## src/rtl/ibex_regfile_wb_stage.sv

```systemverilog
// Writeback stage feeding the register file write port; ALU results commit, loads wait for the LSU.
// Latency: ALU write 1 cycle after accept; load write in the same cycle as its LSU response.
// Backpressure: ex_ready_o drops only while a load waits for its response. Optional macro IBEX_RF_WB_FWD_EN adds a bypass port.
module ibex_regfile_wb_stage #(
   parameter int unsigned DataWidth         = 32,
   parameter bit          DummyInstructions = 1'b0
) (
   input  logic                 clk_i,
   input  logic                 rst_i,
   input  logic                 ex_valid_i,
   output logic                 ex_ready_o,
   input  logic [4:0]           ex_rd_addr_i,
   input  logic                 ex_rd_we_i,
   input  logic                 ex_is_load_i,
   input  logic [DataWidth-1:0] ex_wdata_i,
   input  logic                 ex_dummy_i,
   input  logic                 lsu_resp_valid_i,
   input  logic [DataWidth-1:0] lsu_resp_rdata_i,
   input  logic                 lsu_resp_err_i,
   output logic [4:0]           rf_waddr_o,
   output logic [DataWidth-1:0] rf_wdata_o,
   output logic                 rf_we_o,
   output logic                 rf_dummy_wb_o,
   output logic                 wb_busy_o,
`ifdef IBEX_RF_WB_FWD_EN
   output logic                 fwd_valid_o,
   output logic [4:0]           fwd_addr_o,
   output logic [DataWidth-1:0] fwd_wdata_o,
`endif
   output logic                 err_o
);

   typedef enum logic [1:0] {
      IDLE     = 2'd0,
      COMMIT   = 2'd1,
      WAIT_LSU = 2'd2
   } state_e;

   state_e               state;
   // The load/ALU distinction lives in the state itself, so is_load needs no separate flop.
   logic [4:0]           rd_addr;
   logic                 rd_we;
   logic [DataWidth-1:0] wdata;
   logic                 dummy;

   logic accept;
   logic resp_ok;
   logic wr_ok;

   // Accept whenever the stage is empty, committing, or retiring its load this cycle.
   assign ex_ready_o = (state == IDLE) || (state == COMMIT) ||
                       ((state == WAIT_LSU) && lsu_resp_valid_i);
   assign accept     = ex_valid_i && ex_ready_o;
   assign resp_ok    = (state == WAIT_LSU) && lsu_resp_valid_i;
   // R0 is writable only by dummy instructions, and only when that feature is built in.
   assign wr_ok      = rd_we && ((rd_addr != 5'd0) || (DummyInstructions && dummy));
   assign wb_busy_o  = (state != IDLE);

   // FSM, field capture and registered error pulse.
   always_ff @(posedge clk_i) begin
      if (rst_i) begin
         state   <= IDLE;
         rd_addr <= 5'd0;
         rd_we   <= 1'b0;
         wdata   <= '0;
         dummy   <= 1'b0;
         err_o   <= 1'b0;
      end else begin
         // Faulted load, or a response that arrives with no load outstanding.
         err_o <= lsu_resp_valid_i && ((state != WAIT_LSU) || lsu_resp_err_i);
         if (accept) begin
            rd_addr <= ex_rd_addr_i;
            rd_we   <= ex_rd_we_i;
            wdata   <= ex_wdata_i;
            dummy   <= ex_dummy_i;
            state   <= ex_is_load_i ? WAIT_LSU : COMMIT;
         end else if ((state == COMMIT) || resp_ok) begin
            state <= IDLE;
         end
      end
   end

   // Register file write port: captured ALU data in COMMIT, live LSU data on a load response.
   always_comb begin
      rf_waddr_o    = rd_addr;
      rf_wdata_o    = wdata;
      rf_we_o       = 1'b0;
      rf_dummy_wb_o = 1'b0;
      case (state)
         COMMIT: begin
            rf_we_o       = wr_ok;
            rf_dummy_wb_o = dummy;
         end
         WAIT_LSU: begin
            rf_wdata_o    = lsu_resp_rdata_i;
            rf_we_o       = resp_ok && wr_ok && !lsu_resp_err_i;
            rf_dummy_wb_o = dummy;
         end
         default: ;
      endcase
   end

`ifdef IBEX_RF_WB_FWD_EN
   // Dummy writes must never be visible to ID through the bypass.
   assign fwd_valid_o = rf_we_o && !rf_dummy_wb_o;
   assign fwd_addr_o  = rf_waddr_o;
   assign fwd_wdata_o = rf_wdata_o;
`endif

endmodule

```

## config.mk

```make
export PLATFORM = sky130hd
export DESIGN_NAME = ibex_regfile_wb_stage
export DESIGN_NICKNAME = d
export VERILOG_FILES = /design/src/rtl/ibex_regfile_wb_stage.sv
export SDC_FILE = /design/constraint.sdc
export NUM_CORES = 1
export LEC_CHECK = 0
export ABC_AREA = 0
export CAP_MARGIN = 20
export CORE_MARGIN = 5
export CORE_UTILIZATION = 37
export DETAILED_ROUTE_END_ITERATION = 10
export GPL_ROUTABILITY_DRIVEN = 0
export PLACE_DENSITY = 0.89
export SLEW_MARGIN = 20
export SYNTH_ARGS = -nofsm -noshare
export SYNTH_HDL_FRONTEND = slang
export SYNTH_SLANG_ARGS = --single-unit
```

## constraint.sdc

```tcl
create_clock -name clk_i -period 1.68 [get_ports clk_i]
set_input_delay 0.336 -clock clk_i [delete_from_list [all_inputs] [get_ports clk_i]]
set_output_delay 0.336 -clock clk_i [all_outputs]
set_load 0.1 [all_outputs]
```

==> results.sh <==
export IMPL_slew_violations=0
export IMPL_clockRootBuffer="clkbuf_8"
export IMPL_p_leak_nw=1.93
export IMPL_grt_pass1_wl_mm=12.7
export IMPL_max_slew_margin_rel=0.630
export IMPL_powerDensity_nw_per_um2=801
export IMPL_grt_pass1_vias=2562
export IMPL_die_y_um=90.2
export IMPL_startpoint_type="flip-flop"
export IMPL_layout_commonest_cell="clkdlybuf4s50_1"
export IMPL_fin_ws_ns=-0.323
export IMPL_antenna_cells=0
export IMPL_grt_overflow_total=0
export IMPL_layout_nets=459
export IMPL_cts_buffers=5
export IMPL_syn_to_final_growth_pct=110
export IMPL_dp_hpwl_mm=5.32
export IMPL_hold_class="flip-flop to flip-flop"
export IMPL_cts_tree="done"
export IMPL_synth_cell_type_count=25
export IMPL_grt_usage=0.186
export IMPL_required_ns=1.34
export IMPL_slowest_stage="dfxtp_2"
export IMPL_tightestPinTransition_ns=0.555
export IMPL_synth_net_count=320
export IMPL_clock_sink_count=42
export IMPL_drive_gt1_frac=0.505
export IMPL_violations="setup timing"
export IMPL_ys_seq_elements=42
export IMPL_routedWlPerCell_um=20.3
export IMPL_ys_seq_area_frac=0.353
export IMPL_total_power_mw=4.00
export IMPL_firstDrtPassIters=4
export IMPL_worstSetupPathType="flip-flop to output port"
export IMPL_fin_crit_ns=2.00
export IMPL_outcome="complete, but fails checks"
export IMPL_max_stage_delay_ns=0.34
export IMPL_yosysWarnings=0
export IMPL_antenna_found_initial=0
export IMPL_viasPerCell=5.39
export IMPL_avgSynthCellArea_um2=9.92
export IMPL_cts_path_max_buffers=2
export IMPL_postRouteWirelength_mm=9.28
export IMPL_drc=0
export IMPL_critPathMostFrequentCell="buf_12"
export IMPL_postRouteAntennaNets=0
export IMPL_mostFrequentLayoutCells="74 x clkdlybuf4s50_1, 51 x buf_12, 35 x dfxtp_1"
export IMPL_path_cells="inv_2 -> ha_4 -> buf_12 -> buf_12 -> mux2_4 -> buf_12"
export IMPL_cp_arrival_ns=1.67
export IMPL_grt_start_max_net_pins=56
export IMPL_rows=29
export IMPL_dp_cells=426
export IMPL_fin_skew_ns=0.00486
export IMPL_hold_violations=0
export IMPL_io_buffers=118
export IMPL_initialDrtViolationCount=115
export IMPL_netlist_area_um2=2380
export IMPL_core_area_um2=6310
export IMPL_die_area_um2=8140
export IMPL_max_freq_ghz=0.499
export IMPL_setup_violations=77
export IMPL_clock_latency_ns=0.28
export IMPL_vias=2462
export IMPL_cp_max_fo=7
export IMPL_period_share=1.19
export IMPL_cp_end_kind="output port"
export IMPL_hold_slack_ns=0.482
export IMPL_clk_pin_slew_ns=0.08
export IMPL_peakVddDrop_mv=0.776
export IMPL_rsz0062_at_grt="yes"
export IMPL_finalNonFillerCells=457
export IMPL_htree_num_levels=2
export IMPL_pin_count=119
export IMPL_drv_cap=0
export IMPL_start_util=0.377
export IMPL_dp_slack_ns=-0.175
export IMPL_die_w_um=90.2
export IMPL_synthCells=240
==> critical path: cells and delay by family (launching register included) <==
kind	cells	cell delay, ns
adders and majority gates	1	0.20
DFF	1	0.34
muxes	1	0.32
buffers and inverters	4	0.52
==> cell usage after synthesis, drive strengths merged <==
library cell	count	area, um^2
ha	3	37.5
a21oi	31	253
nor2b	1	6.26
nand4b	13	114
or4	1	7.51
buf	16	109
a211o	1	10.0
dfxtp	42	841
a21bo	26	260
nand3b	1	7.51
nor2	1	3.75
mux2	32	360
and2	1	6.26
inv	4	15.0
o21ai	13	65.1
nand3	27	135
nand2b	13	81.3
clkbuf	10	37.5
o211ai	3	22.5
nor3b	1	7.51
==> layout make-up <==
type	count	area, um^2
Sequential cell	42	857
Clock buffer	8	80.1
Fill cell	367	1320
Timing Repair Buffer	158	2200
Multi-Input combinational cell	168	1740
Inverter	4	18.8
Tap cell	77	96.3
==> what timing repair did <==
action                                  in CTS  in global routing
gates resized for setup                     46                 48
endpoints found under the setup margin      42                 67
hold buffers                                 0                  0
cloned                                       2                 11
pin swaps                                    7                 51
setup buffers                                7                  7
==> registers in the layout (all words and copies together), names as in the netlist <==
signal      flops
rf_waddr_o      5
state           2
dummy           1
wdata          32
rd_we           1
err_o           1
==> per-stage QoR <==
stage | cell area [um^2] | setup TNS (ns) | utilization
2_1_floorplan | 2470 | -2.53 | -
3_3_place_gp | 4170 | -3.47 | 0.660
3_5_place_dp | 4170 | -5.50 | 0.660
4_1_cts | 4550 | -10.30 | 0.721
5_1_grt | 4990 | -17.94 | 0.790
6_report | 4990 | -15.52 | 0.790
==> power by group <==
part / internal, mW / leakage [nW] / total [mW] / switching [mW]
Sequential: 1.07 / 0.349 / 1.12 / 0.0477
Combinational: 1.03 / 1.54 / 2.25 / 1.22
Clock: 0.296 / 0.0395 / 0.627 / 0.331
==> final timing paths <==
| check | from | end | slack (ns) | cells past startpoint |
|---|---|---|---|---|
| worst max-delay path | state[0] | rf_wdata_o[20] | -0.32 | 6 |
| worst max register to register | state[0] | wdata[16] | -0.21 | 10 |
| worst min-delay path | rd_we | rd_we | 0.48 | 2 |
| worst min register to register | rd_we | rd_we | 0.48 | 2 |
==> logic make-up (layout without fill, tap and decap cells) <==
logic type	count (synthesis)	count (layout)	synth area share
multiplexers	32	32	0.151
adder cells (fa/ha/maj)	3	3	0.0158
flip-flops	42	42	0.353
AO/OA/AOI/OAI	74	74	0.257
buffers and inverters	30	170	0.0678
AND/OR/NAND/NOR	59	59	0.155
==> metal layers <==
layer  vias to the layer above  GRT usage  share of wire
met1                      1211      0.217           0.38
met2                        86      0.333           0.55
met3                        15     0.0593          0.054
met5                         -          0              0
li1                       1150          -              -
met4                         0     0.0385          0.018
(Power assumes the default switching activity.)
